**config.mk**
```make
export PLATFORM = sky130hd
export DESIGN_NAME = tpu_tile_sequencer_flat
export DESIGN_NICKNAME = d
export VERILOG_FILES = /design/src/rtl/tpu_tile_sequencer_if.sv /design/src/rtl/tpu_tile_sequencer.sv /design/src/flat_wrapper.sv
export SDC_FILE = /design/constraint.sdc
export NUM_CORES = 1
export LEC_CHECK = 0
export CORE_UTILIZATION = 49
export DETAILED_ROUTE_END_ITERATION = 8
export GPL_ROUTABILITY_DRIVEN = 0
export PLACE_DENSITY = 0.72
export REMOVE_ABC_BUFFERS = 1
export SYNTH_ARGS = -nofsm -noshare
export SYNTH_HDL_FRONTEND = slang
export SYNTH_SLANG_ARGS = --single-unit
```
**constraint.sdc**
```tcl
create_clock -name clk -period 3.4 [get_ports clk]
set_input_delay 0.85 -clock clk [delete_from_list [all_inputs] [get_ports clk]]
set_output_delay 0.85 -clock clk [all_outputs]
set_load 0.02 [all_outputs]
```
**src/rtl/tpu_tile_sequencer_if.sv**
```systemverilog
// Handshake and bus bundle between the tile sequencer and its surroundings.
// The master side drives the run request, configuration and FIFO status.
// The slave side (the sequencer) drives the strobes and addresses.
interface tpu_tile_sequencer_if #(
   parameter int ADDRESSSIZE = 10,
   parameter int TILE_BW     = 4
);
   // Run control and configuration
   logic                   start;
   logic                   abort;
   logic [ADDRESSSIZE-1:0] cfg_in_base;
   logic [ADDRESSSIZE-1:0] cfg_out_base;
   logic [ADDRESSSIZE-1:0] cfg_rows;
   logic [TILE_BW-1:0]     cfg_tiles;
   logic                   cfg_acc;
   logic                   fifo_empty;

   // Sequencer outputs
   logic                   fifo_read_enable;
   logic                   we_rl;
   logic                   ub_rd_en;
   logic [ADDRESSSIZE-1:0] ub_addr;
   logic                   res_we;
   logic                   res_acc;
   logic [ADDRESSSIZE-1:0] res_addr;
   logic                   busy;
   logic                   done;

   modport master (
      output start, abort, cfg_in_base, cfg_out_base, cfg_rows, cfg_tiles, cfg_acc, fifo_empty,
      input  fifo_read_enable, we_rl, ub_rd_en, ub_addr, res_we, res_acc, res_addr, busy, done
   );

   modport slave (
      input  start, abort, cfg_in_base, cfg_out_base, cfg_rows, cfg_tiles, cfg_acc, fifo_empty,
      output fifo_read_enable, we_rl, ub_rd_en, ub_addr, res_we, res_acc, res_addr, busy, done
   );
endinterface

```
**src/rtl/tpu_tile_sequencer.sv**
```systemverilog
// Run controller for the TPU tile loop: per tile, pop one weight set, reload the
// systolic array, stream R input vectors from the unified buffer and write the
// delayed results to the results SRAM. A run covers T tiles and ends with a
// one-cycle done pulse. All strobes come straight from flops; the FSM decides
// each strobe one cycle ahead of the cycle in which it is visible.
module tpu_tile_sequencer #(
   parameter int ADDRESSSIZE = 10,
   parameter int MATRIX_SIZE = 8,
   parameter int PIPE_LAT    = 3 * MATRIX_SIZE,
   parameter int TILE_BW     = 4
) (
   input logic                 clk,
   input logic                 rstn,
   tpu_tile_sequencer_if.slave bus
);

   typedef enum logic [2:0] {
      S_IDLE,
      S_WLOAD,
      S_WRL,
      S_STREAM,
      S_DRAIN,
      S_DONE
   } state_t;

   state_t                 state_q;

   // Latched run configuration
   logic [ADDRESSSIZE-1:0] out_base_q;
   logic [ADDRESSSIZE-1:0] rows_q;
   logic [TILE_BW-1:0]     tiles_q;
   logic                   acc_q;

   // Progress counters
   logic [TILE_BW-1:0]     tile_q;
   logic [ADDRESSSIZE-1:0] rd_cnt_q;
   logic [ADDRESSSIZE-1:0] res_cnt_q;
   logic [ADDRESSSIZE-1:0] ub_next_q;

   // Registered outputs
   logic                   pop_q;
   logic                   we_rl_q;
   logic                   ub_rd_en_q;
   logic [ADDRESSSIZE-1:0] ub_addr_q;
   logic [ADDRESSSIZE-1:0] res_addr_q;
   logic                   res_acc_q;
   logic                   busy_q;
   logic                   done_q;

   // Result-valid pipeline: bit PIPE_LAT-1 is the results SRAM write strobe
   logic [PIPE_LAT-1:0]    vld_q;
   logic                   res_we;

   assign res_we = vld_q[PIPE_LAT-1];

   // Last result of the current tile is being written in this cycle
   logic                   tile_res_last;
   logic                   tile_is_last;

   assign tile_res_last = res_we && (res_cnt_q == rows_q - ADDRESSSIZE'(1));
   assign tile_is_last  = (tile_q == tiles_q - TILE_BW'(1));

   generate
      for (genvar gi = 0; gi < PIPE_LAT; gi++) begin : g_vld
         logic stage_d;
         if (gi == 0) begin : g_head
            assign stage_d = ub_rd_en_q;
         end else begin : g_tail
            assign stage_d = vld_q[gi-1];
         end
         // One stage of the valid delay line; abort flushes in-flight results
         always_ff @(posedge clk) begin
            if (!rstn || bus.abort) begin
               vld_q[gi] <= 1'b0;
            end else begin
               vld_q[gi] <= stage_d;
            end
         end
      end
   endgenerate

   // Run FSM with look-ahead registered strobes and address/counter bookkeeping
   always_ff @(posedge clk) begin
      if (!rstn) begin
         state_q    <= S_IDLE;
         out_base_q <= '0;
         rows_q     <= '0;
         tiles_q    <= '0;
         acc_q      <= 1'b0;
         tile_q     <= '0;
         rd_cnt_q   <= '0;
         res_cnt_q  <= '0;
         ub_next_q  <= '0;
         pop_q      <= 1'b0;
         we_rl_q    <= 1'b0;
         ub_rd_en_q <= 1'b0;
         ub_addr_q  <= '0;
         res_addr_q <= '0;
         res_acc_q  <= 1'b0;
         busy_q     <= 1'b0;
         done_q     <= 1'b0;
      end else if (bus.abort) begin
         state_q    <= S_IDLE;
         pop_q      <= 1'b0;
         we_rl_q    <= 1'b0;
         ub_rd_en_q <= 1'b0;
         res_acc_q  <= 1'b0;
         busy_q     <= 1'b0;
         done_q     <= 1'b0;
      end else begin
         pop_q      <= 1'b0;
         we_rl_q    <= 1'b0;
         ub_rd_en_q <= 1'b0;
         done_q     <= 1'b0;

         // Result rows advance with every write, whatever the FSM is doing
         if (res_we) begin
            res_addr_q <= res_addr_q + ADDRESSSIZE'(1);
            res_cnt_q  <= res_cnt_q + ADDRESSSIZE'(1);
         end

         case (state_q)
            S_IDLE: begin
               if (bus.start) begin
                  out_base_q <= bus.cfg_out_base;
                  rows_q     <= bus.cfg_rows;
                  tiles_q    <= bus.cfg_tiles;
                  acc_q      <= bus.cfg_acc;
                  ub_next_q  <= bus.cfg_in_base;
                  res_addr_q <= bus.cfg_out_base;
                  tile_q     <= '0;
                  rd_cnt_q   <= '0;
                  res_cnt_q  <= '0;
                  res_acc_q  <= 1'b0;
                  busy_q     <= 1'b1;
                  if (bus.cfg_rows == '0 || bus.cfg_tiles == '0) begin
                     // Empty run: spend one DONE cycle without the pulse, then pulse
                     state_q <= S_DONE;
                  end else begin
                     state_q <= S_WLOAD;
                     pop_q   <= !bus.fifo_empty;
                  end
               end
            end

            S_WLOAD: begin
               if (pop_q) begin
                  // FIFO data is valid the cycle after the pop
                  state_q <= S_WRL;
                  we_rl_q <= 1'b1;
               end else begin
                  pop_q <= !bus.fifo_empty;
               end
            end

            S_WRL: begin
               state_q    <= S_STREAM;
               ub_rd_en_q <= 1'b1;
               ub_addr_q  <= ub_next_q;
               ub_next_q  <= ub_next_q + ADDRESSSIZE'(1);
               rd_cnt_q   <= ADDRESSSIZE'(1);
            end

            S_STREAM: begin
               if (rd_cnt_q == rows_q) begin
                  state_q <= S_DRAIN;
               end else begin
                  ub_rd_en_q <= 1'b1;
                  ub_addr_q  <= ub_next_q;
                  ub_next_q  <= ub_next_q + ADDRESSSIZE'(1);
                  rd_cnt_q   <= rd_cnt_q + ADDRESSSIZE'(1);
               end
            end

            S_DRAIN: begin
               // Next weight reload only once the tile's last result is written
               if (tile_res_last) begin
                  res_cnt_q <= '0;
                  rd_cnt_q  <= '0;
                  if (tile_is_last) begin
                     state_q   <= S_DONE;
                     done_q    <= 1'b1;
                     res_acc_q <= 1'b0;
                  end else begin
                     state_q   <= S_WLOAD;
                     tile_q    <= tile_q + TILE_BW'(1);
                     pop_q     <= !bus.fifo_empty;
                     res_acc_q <= acc_q;
                     if (acc_q) begin
                        res_addr_q <= out_base_q;
                     end
                  end
               end
            end

            S_DONE: begin
               if (done_q) begin
                  state_q <= S_IDLE;
                  busy_q  <= 1'b0;
               end else begin
                  done_q <= 1'b1;
               end
            end

            default: begin
               state_q <= S_IDLE;
               busy_q  <= 1'b0;
            end
         endcase
      end
   end

   assign bus.fifo_read_enable = pop_q;
   assign bus.we_rl            = we_rl_q;
   assign bus.ub_rd_en         = ub_rd_en_q;
   assign bus.ub_addr          = ub_addr_q;
   assign bus.res_we           = res_we;
   assign bus.res_acc          = res_acc_q;
   assign bus.res_addr         = res_addr_q;
   assign bus.busy             = busy_q;
   assign bus.done             = done_q;

endmodule
```
**src/flat_wrapper.sv**
```systemverilog
// flat-port wrapper written by rule: the top's interface ports become plain ports
module tpu_tile_sequencer_flat 
#(
   parameter int ADDRESSSIZE = 10,
   parameter int MATRIX_SIZE = 8,
   parameter int PIPE_LAT    = 3 * MATRIX_SIZE,
   parameter int TILE_BW     = 4
)
  (clk, rstn, bus_start, bus_abort, bus_cfg_in_base, bus_cfg_out_base, bus_cfg_rows, bus_cfg_tiles, bus_cfg_acc, bus_fifo_empty, bus_fifo_read_enable, bus_we_rl, bus_ub_rd_en, bus_ub_addr, bus_res_we, bus_res_acc, bus_res_addr, bus_busy, bus_done);
  tpu_tile_sequencer_if #(.ADDRESSSIZE(ADDRESSSIZE), .TILE_BW(TILE_BW)) bus_i ();
  input logic clk;
  input logic rstn;
  input wire logic [$bits(bus_i.start)-1:0] bus_start;
  input wire logic [$bits(bus_i.abort)-1:0] bus_abort;
  input wire logic [$bits(bus_i.cfg_in_base)-1:0] bus_cfg_in_base;
  input wire logic [$bits(bus_i.cfg_out_base)-1:0] bus_cfg_out_base;
  input wire logic [$bits(bus_i.cfg_rows)-1:0] bus_cfg_rows;
  input wire logic [$bits(bus_i.cfg_tiles)-1:0] bus_cfg_tiles;
  input wire logic [$bits(bus_i.cfg_acc)-1:0] bus_cfg_acc;
  input wire logic [$bits(bus_i.fifo_empty)-1:0] bus_fifo_empty;
  output wire logic [$bits(bus_i.fifo_read_enable)-1:0] bus_fifo_read_enable;
  output wire logic [$bits(bus_i.we_rl)-1:0] bus_we_rl;
  output wire logic [$bits(bus_i.ub_rd_en)-1:0] bus_ub_rd_en;
  output wire logic [$bits(bus_i.ub_addr)-1:0] bus_ub_addr;
  output wire logic [$bits(bus_i.res_we)-1:0] bus_res_we;
  output wire logic [$bits(bus_i.res_acc)-1:0] bus_res_acc;
  output wire logic [$bits(bus_i.res_addr)-1:0] bus_res_addr;
  output wire logic [$bits(bus_i.busy)-1:0] bus_busy;
  output wire logic [$bits(bus_i.done)-1:0] bus_done;
  assign bus_i.start = bus_start;
  assign bus_i.abort = bus_abort;
  assign bus_i.cfg_in_base = bus_cfg_in_base;
  assign bus_i.cfg_out_base = bus_cfg_out_base;
  assign bus_i.cfg_rows = bus_cfg_rows;
  assign bus_i.cfg_tiles = bus_cfg_tiles;
  assign bus_i.cfg_acc = bus_cfg_acc;
  assign bus_i.fifo_empty = bus_fifo_empty;
  assign bus_fifo_read_enable = bus_i.fifo_read_enable;
  assign bus_we_rl = bus_i.we_rl;
  assign bus_ub_rd_en = bus_i.ub_rd_en;
  assign bus_ub_addr = bus_i.ub_addr;
  assign bus_res_we = bus_i.res_we;
  assign bus_res_acc = bus_i.res_acc;
  assign bus_res_addr = bus_i.res_addr;
  assign bus_busy = bus_i.busy;
  assign bus_done = bus_i.done;
  tpu_tile_sequencer #(.ADDRESSSIZE(ADDRESSSIZE), .MATRIX_SIZE(MATRIX_SIZE), .PIPE_LAT(PIPE_LAT), .TILE_BW(TILE_BW)) u_core (.clk(clk), .rstn(rstn), .bus(bus_i));
endmodule
```
Word level (Yosys, flattened, before mapping)
Index checks and enable logic that the tools add are counted.
{"block": "word_totals", "input_bits": 40, "output_inout_bits": 27, "wordCells": 141, "register_bits": 112}
{"block": "classes", "n_addsub": 7, "mux": 51, "eq_ne": 15, "reduce_logical": 23, "n_bitwise": 4}
{"operator": "10-bit two-way mux", "n": 14}
{"operator": "10-bit case mux with 2 select lines", "n": 3}
{"operator": "10-bit by 1-bit adder with 10-bit output, second input constant", "n": 4}
{"operator": "10-bit case mux with 4 select lines", "n": 1}
{"operator": "10-bit case mux with 3 select lines", "n": 1}
{"operator": "3-bit two-way mux", "n": 7}
{"operator": "10-bit == test", "n": 2}
{"operator": "3-bit case mux with 6 select lines", "n": 1}
{"operator": "1-bit two-way mux", "n": 15}
{"operator": "5-bit AND reduction", "n": 3}
{"operator": "4-bit two-way mux", "n": 3}
{"operator": "3-bit AND reduction", "n": 4}
{"operator": "10-bit zero test", "n": 1}
{"operator": "10-bit by 1-bit subtractor with 10-bit output, second input constant", "n": 1}
{"operator": "2-bit by 1-bit != test with 1-bit output, second input constant", "n": 4}
{"operator": "4-bit case mux with 2 select lines", "n": 1}
{"operator": "3-bit by 2-bit == test with 1-bit output, second input constant", "n": 2}
{"operator": "3-bit == test, second input constant", "n": 2}
{"operator": "2-bit != test, second input constant", "n": 3}
{"operator": "1-bit case mux with 2 select lines", "n": 3}
{"operator": "1-bit case mux with 3 select lines", "n": 2}
{"operator": "4-bit by 1-bit adder with 4-bit output, second input constant", "n": 1}
{"operator": "4-bit == test", "n": 1}
{"operator": "4-bit zero test", "n": 1}
{"operator": "other kinds (14)", "n": 20}

Longest topological paths before layout
Gate-level depths: netlist of the first run.
{"block": "depth", "word_depth": 6, "depth_mapped": 12, "ltp_nobuf": 9}

Least setup slack after synthesis of the first run
No wires, ideal clock.
{"block": "synth_timing", "kind": "reg-to-reg", "startpoint": "register u_core.rows_q[0]", "endpoint": "register u_core.res_addr_q[7], in the netlist u_core.bus.res_addr[7]", "period_less_slack_ns": 2.738, "setup_time_ns": 0.120, "path_stages_with_launch": 13, "t_required_ns": 3.280, "path_slack_ns": 0.662, "n_path_buf": 3, "arrival_time_ns": 2.618, "cell_sequence": "dfxtp_1 buf_6 inv_1 ha_1 xor2_1 nand3_1 or4_4 nor4_4 buf_4 and4_1 buf_2 a221oi_1 o31a_1"}
{"block": "synth_between", "elab_chain_cells": 5}
{"element": "from (decl)", "line": "tpu_tile_sequencer.sv:30", "rtl": "logic [ADDRESSSIZE-1:0] rows_q;"}
{"element": "from (signal assigned)", "line": "tpu_tile_sequencer.sv:126", "rtl": "rows_q <= bus.cfg_rows;"}
{"element": "10-bit by 1-bit subtractor with 10-bit output", "line": "tpu_tile_sequencer.sv:60", "rtl": "assign tile_res_last = res_we && (res_cnt_q == rows_q - ADDRESSSIZE'(1));"}
{"element": "10-bit == test", "line": "tpu_tile_sequencer.sv:60"}
{"element": "1-bit logical AND", "line": "tpu_tile_sequencer.sv:60"}
{"element": "10-bit two-way mux", "line": "tpu_tile_sequencer.sv:177", "rtl": "if (tile_res_last) begin"}
{"element": "10-bit case mux with 2 select lines", "line": "tpu_tile_sequencer.sv:122", "rtl": "case (state_q)"}
{"element": "to (signal assigned)", "line": "tpu_tile_sequencer.sv:118", "rtl": "res_addr_q <= res_addr_q + ADDRESSSIZE'(1);"}
{"element": "to (signal assigned)", "line": "tpu_tile_sequencer.sv:130", "rtl": "res_addr_q <= bus.cfg_out_base;"}
{"element": "to (signal assigned)", "line": "tpu_tile_sequencer.sv:190", "rtl": "res_addr_q <= out_base_q;"}
{"element": "to (decl)", "line": "tpu_tile_sequencer.sv:45", "rtl": "logic [ADDRESSSIZE-1:0] res_addr_q;"}
Every way passes these cells.
A chain may end at the register's enable or synchronous reset.

Final worst setup path of the first run
{"block": "layout_timing", "startpoint": "register u_core.rows_q[0]", "endpoint": "register u_core.rd_cnt_q[5]"}
{"block": "layout_between", "elab_chain_cells": 5, "elab_cells_between_ends": 7, "cone_classes": "add/sub: 1; eq/ne: 4; reduce/logical: 2"}
{"element": "10-bit by 1-bit subtractor with 10-bit output", "line": "tpu_tile_sequencer.sv:60"}
{"element": "10-bit == test", "line": "tpu_tile_sequencer.sv:60"}
{"element": "1-bit logical AND", "line": "tpu_tile_sequencer.sv:60"}
{"element": "2-bit by 1-bit != test with 1-bit output (no source line)"}
{"element": "5-bit AND reduction (no source line) (*)"}
{"element": "to (signal assigned)", "line": "tpu_tile_sequencer.sv:171", "rtl": "rd_cnt_q <= rd_cnt_q + ADDRESSSIZE'(1);"}
{"element": "to (decl)", "line": "tpu_tile_sequencer.sv:36", "rtl": "logic [ADDRESSSIZE-1:0] rd_cnt_q;"}
Every way passes the cells marked *; elsewhere a longest branch is shown, timed or not.

==> results.cfg, run 1 <==
[setup_path]
rrSetupSlack_ns = 0.27
reg2reg_to = u_core.rd_cnt_q[5]
critPathRequiredTime_ns = 3.70
reg2reg_from = u_core.rows_q[0]
ff2ff_path_depth = 9
cp-end-kind = flop
startpoint_type = flop
crit_type = reg2reg
worstPathArrival_ns = 3.43
path_max_fanout = 13

[synth]
synth_adder_area_share_pct = 1.59
synth_cell_type_count = 60
synth_xor_area_share_pct = 6.82
synth_compound_area_share_pct = 18.4
synth.area.mux_share_pct = 2.59
ys_ff_latch = 112
ys_top_cells_by_area = dfxtp_1 (41%), nand2_1 (6.7%), xnor2_1 (4.6%), a21boi_0 (3.4%), and2_1 (3.1%)
synth-main-ff-cell = dfxtp_1
syn_avg_cell_area_um2 = 8.31
synth_simple_gate_area_share_pct = 25.8
synth_seq_area_share_pct = 40.8
synth_top_family_by_area = simple AND/OR/NAND/NOR gates
yosys.area.top_type_share_pct = 40.8
syn_inst = 662
synth_area_leader_cell = dfxtp_1
yosysMostFrequentCell = dfxtp_1
ys_top_cells_by_count = dfxtp_1 (112), nand2_1 (98), nor2_1 (35)
netlist_area_um2 = 5500
async_flop_share_pct = 0
synth_edf_count = 0
yosys_warnings = 0

[timing]
setup_violations = 0
rsz0062_at_grt = no
min_period_ns = 3.13
period_share_pct = 92.0
tightest_slew_ns = 0.658
slew_headroom_pct = 56.2
max_freq_mhz = 320
maxSlewViolCount = 0
setup_tns_ns = 0
finalHoldViolCount = 0
clock_skew_ns = 0.0138

[pwr]
p_total_mw = 2.50
p_per_area_nw_per_um2 = 384
peakVddDrop_uv = 198
p_sw_share_pct = 28.2
p_leak_nw = 2.38
power.switching_mw = 0.703
combinationalPowerShare_pct = 15.3
clkPwrFrac_pct = 29.1
seqPwrFrac_pct = 55.6
p_int_mw = 1.79

[cts]
ctsResizeCount = 0
clk_pin_slew_ns = 0.10
cts_hold_buf = 0
clock_latency_ns = 0.38
root_buffer = clkbuf_8
cts_buffers = 9
cts_tree = built
cts.sinks = 112
clk_path_buf_depth = 2
cts.htree.levels = 3
post_cts_buffers = 0

[worst_hold_path]
whs_endpoint = u_core.g_vld[20].stage_d
hold_depth = 1
hold_start = u_core.g_vld[19].stage_d
min_path_type = reg2reg

[layout]
stdcell_count = 864
nets = 766
diodes = 0
area_delta_synth_final_pct = 18.3
layout-drive-gt1-share_pct = 6.22

[drt]
drtAntennaViolNets = 0
routedWlPerCell_um = 15.1
drt-vias-per-instance = 5.66
route.vias.total = 4890
drt_wl_total_um = 13000
drcViolationCount = 0
drtIter0Drc = 251
first_pass_iters = 4

[job]
maxCapViolCount = 0

[die]
initial_core_util_pct = 50.5
ios = 67
dieArea_um2 = 11700
core-area_um2 = 10900
rows = 38
die_w_um = 108
fp.dieH_um = 108

[global_routing]
grtUsageTotal_pct = 23.4
grt_overflow_total = 0
grt_pass1_wl_um = 21600
antenna_found_initial = 0
grt_max_degree = 37
grt_pass1_vias = 4553

[placement]
post-dp-hpwl_um = 9180
dp.cells = 848
port_buffers = 66

[status]
status = completed
-- worst max-delay path, stage by stage, from the launching register on --
cell and delay (ns):
dfxtp_1 0.47, inv_1 0.08, ha_1 0.30, xor2_1 0.13, nand3_1 0.09, or4_4 0.55, nor4_4 0.38, a31oi_2 0.33
or4_1 0.58, a21oi_1 0.15
-- kinds of logic (layout without fill, tap and decap cells) --
group,after synthesis,count (layout)
AO/OA/AOI/OAI,151,151
multiplexers,14,14
AND/OR/NAND/NOR,281,281
adder cells (fa/ha/maj),7,7
XOR/XNOR,42,42
buffers and inverters,55,117
flip-flops,112,112
-- cells in the final DEF (no fill, tap or decap), drive strengths merged, types with 7 or more instances in the layout --
cell	n
dfxtp	112
nand2	98
clkdlybuf4s50	65
nor2	35
o21ai	33
a21oi	30
xnor2	30
a21boi	30
nand3	29
and2	27
and3	20
buf	20
nor2b	18
inv	17
nand4	15
a31oi	14
mux2i	12
xor2	12
nor3	11
clkbuf	11
or3	8
a221oi	7
ha	7
nor4	7
-- metal layers --
layer / wire length [µm] / vias up / global-route usage [%]
met2: 6250 / 122 / 39.9
li1: - / 2441 / -
met3: 561 / 17 / 3.68
met5: 0 / - / 0
met1: 6030 / 2310 / 30.0
met4: 180 / 0 / 7.73
-- cell type report --
cell class / count / area (µm²)
flip-flops and latches: 112 / 2240
repair buffers: 85 / 811
clock inverters: 5 / 41.3
clock buffers: 11 / 131
inverters: 16 / 60.1
fillers: 988 / 4380
multi-input cells: 495 / 3040
well taps: 140 / 175
-- how the worst max path moves through the flow --
stage / from / to / slack, ns / cells after the start
after floorplan: u_core.state_q[2] / u_core.rd_cnt_q[5] / -1.55 / 7
after global placement: u_core.rows_q[0] / u_core.rd_cnt_q[8] / 0.33 / 10
after detailed placement: u_core.rows_q[0] / u_core.rd_cnt_q[8] / 0.21 / 10
after CTS: u_core.rows_q[0] / u_core.rd_cnt_q[5] / 0.17 / 9
after global routing: u_core.rows_q[0] / u_core.rd_cnt_q[9] / 0.07 / 9
final: u_core.rows_q[0] / u_core.rd_cnt_q[5] / 0.27 / 9
-- through the flow --
step	instance area (µm²)	util (%)	hold slack, ns	setup WS [ns]
3_5_place_dp	6330	58.2	0.413	0.207
6_report	6500	59.7	0.434	0.272
5_1_grt	6500	59.7	0.442	0.0729
3_3_place_gp	6330	58.2	0.411	0.333
4_1_cts	6500	59.7	0.439	0.175
2_1_floorplan	5340	-	0.406	-1.55
-- power by group through the flow --
stage                     Clock (mW)  Combinational, mW  Sequential (mW)
after floorplan                    0              0.202             1.42
after global placement             0              0.368             1.42
after detailed placement           0              0.379             1.42
after CTS                      0.746              0.382             1.39
after global routing           0.797              0.419             1.39
final                          0.726              0.382             1.39
-- state kept, by name, indices dropped and copies added, names as in the netlist, 10 cells and up --
register and cells:
u_core.ub_next_q 10, u_core.out_base_q 10, u_core.rd_cnt_q 10, u_core.bus.ub_addr 10, u_core.bus.res_addr 10, u_core.rows_q 10
u_core.g_vld.stage_d 23, u_core.res_cnt_q 10
(Power assumes the default switching activity.)
==> run 2: changes to the inputs <==
--- a/config.mk
+++ b/config.mk
@@ -9,6 +9,7 @@
 export DETAILED_ROUTE_END_ITERATION = 8
 export GPL_ROUTABILITY_DRIVEN = 0
 export PLACE_DENSITY = 0.72
+export RECOVER_POWER = 100
 export REMOVE_ABC_BUFFERS = 1
 export SYNTH_ARGS = -nofsm -noshare
 export SYNTH_HDL_FRONTEND = slang
==> results.cfg, run 2 (same netlist as run 1, synthesis figures left out) <==
[status]
status = finished with violations
violations = max-capacitance violations, max-slew violations

[pwr]
p_total_mw = 2.48
power.switching_mw = 0.699
combinationalPowerShare_pct = 14.9
p_leak_nw = 2.42
p_int_mw = 1.78
peakVddDrop_uv = 197
p_sw_share_pct = 28.1
p_per_area_nw_per_um2 = 385
seqPwrFrac_pct = 55.9
clkPwrFrac_pct = 29.2

[layout]
largest_reg_flops = 23
layout-drive-gt1-share_pct = 4.70
layout_commonest_cell = dfxtp_1
nets = 766
finalInstanceArea_um2 = 6450
area_delta_synth_final_pct = 17.3
diodes = 0
most-common-layout-cells = dfxtp_1 (112), nand2_1 (98), clkdlybuf4s50_1 (38), nor2_1 (35), a21oi_1 (30)
fill_cells = 999
stdcell_count = 864

[setup_path]
path_max_fanout = 13
critPathRequiredTime_ns = 3.70
crit_type = in2reg
startpoint_type = primary input
critical_path.top_delay_family = buffers and inverters
crit_buf_inv = 3
crit_chain = clkdlybuf4s50_1 -> o21ai_0 -> clkbuf_1 -> nor3_1 -> clkbuf_1 -> nand2_1 -> a21boi_0
slowest_stage = nor3_1
critPathLaunch = bus_start
cp_common_cell = clkbuf_1
reg2reg_from = u_core.rows_q[0]
cp-end-kind = flop
slowest_delay_ns = 0.77
worstPathArrival_ns = 3.42

[die]
ios = 67
rows = 38
core-area_um2 = 10900
initial_core_util_pct = 50.5
fp.dieH_um = 108
die_w_um = 108
dieArea_um2 = 11700

[cts]
root_buffer = clkbuf_8
clk_path_buf_depth = 2
cts.htree.levels = 3
cts_buffers = 9
post_cts_buffers = 0
cts.sinks = 112
ctsResizeCount = 0
clk_pin_slew_ns = 0.10
clock_latency_ns = 0.37
cts_tree = built

[drt]
drt-vias-per-instance = 5.67
routedWlPerCell_um = 15.0
drtAntennaViolNets = 0
drtIter0Drc = 266
first_pass_iters = 5
drt_wl_total_um = 13000
drcViolationCount = 0
route.vias.total = 4900

[timing]
period_share_pct = 91.9
slew_headroom_pct = -2.09
max_freq_mhz = 320
clock_skew_ns = 0.0137
maxSlewViolCount = 33
setup_violations = 0
setup_tns_ns = 0
tightest_slew_ns = 1.53
finalHoldViolCount = 0
rsz0062_at_grt = no
min_period_ns = 3.13

[global_routing]
grt_pass1_wl_um = 21600
grtUsageTotal_pct = 23.4
grt_max_degree = 37
grt_pass1_vias = 4553
antenna_found_initial = 0
grt_overflow_total = 0

[job]
maxCapViolCount = 1

[placement]
post-dp-hpwl_um = 9180
port_buffers = 66
dp.cells = 848
postPlaceCellArea_um2 = 6330

[worst_hold_path]
hold_start = u_core.g_vld[19].stage_d
min_path_type = reg2reg
-- run 2: changes by cell type in the layout (fill, tap and decap cells not counted), sizes merged --
cell / before / now
dlygate4sd3: 0 / 27
buf: 20 / 10
clkdlybuf4s50: 65 / 38
clkbuf: 11 / 21
-- run 2: metal layers --
metal,routed length (µm),vias up,global-route usage [%]
met5,0,-,0
met4,138,0,7.73
met3,569,11,3.68
met2,6280,127,39.9
met1,5980,2317,30.0
li1,-,2445,-
-- run 2: path summary, 6_finish.rpt --
check,endpoint,slack [ns],depth (start not counted)
max reg2reg,u_core.rd_cnt_q[8],0.29,10
min reg2reg,u_core.g_vld[20].stage_d,0.43,1
min,u_core.g_vld[20].stage_d,0.43,1
max,u_core.rows_q[1],0.27,7
-- run 2: stage by stage --
step                      hold WS [ns]  utilization, %  setup WS (ns)
after floorplan                  0.406               -          -1.55
after global placement           0.411            58.2          0.333
after detailed placement         0.413            58.2          0.207
after CTS                        0.439            59.7          0.175
after global routing             0.442            59.3         0.0379
final                            0.434            59.3          0.274
-- run 2: final cells by class --
class | instances | area, µm² | area share, %
repair buffers | 85 | 777 | 12.0
inverters | 16 | 60.1 | 0.931
multi-input cells | 495 | 3020 | 46.9
flip-flops and latches | 112 | 2240 | 34.8
clock buffers | 11 | 131 | 2.04
well taps | 140 | 175 | 2.72
clock inverters | 5 | 41.3 | 0.640
-- run 2: power by group through the flow --
stage | registers, mW | logic [mW] | clock network (mW)
floorplan | 1.42 | 0.202 | 0
global placement | 1.42 | 0.368 | 0
detailed placement | 1.42 | 0.379 | 0
CTS | 1.39 | 0.382 | 0.746
global route | 1.39 | 0.406 | 0.797
finish | 1.39 | 0.370 | 0.725
-- run 2: worst register-to-register path: cells and delay by family (launching register included) --
family / cells / cell delay, ns
simple gates: 4 / 1.36
compound gates: 2 / 0.45
xor+xnor: 1 / 0.13
flops: 1 / 0.47
buf+inv: 2 / 0.32
fa+ha+maj: 1 / 0.30
-- run 2: timing repair --
| action | in CTS | in global routing |
|---|---|---|
| hold buffers | 0 | 0 |
| endpoints found under the setup margin | 0 | 3 |
| endpoints found under the hold margin | 0 | 0 |
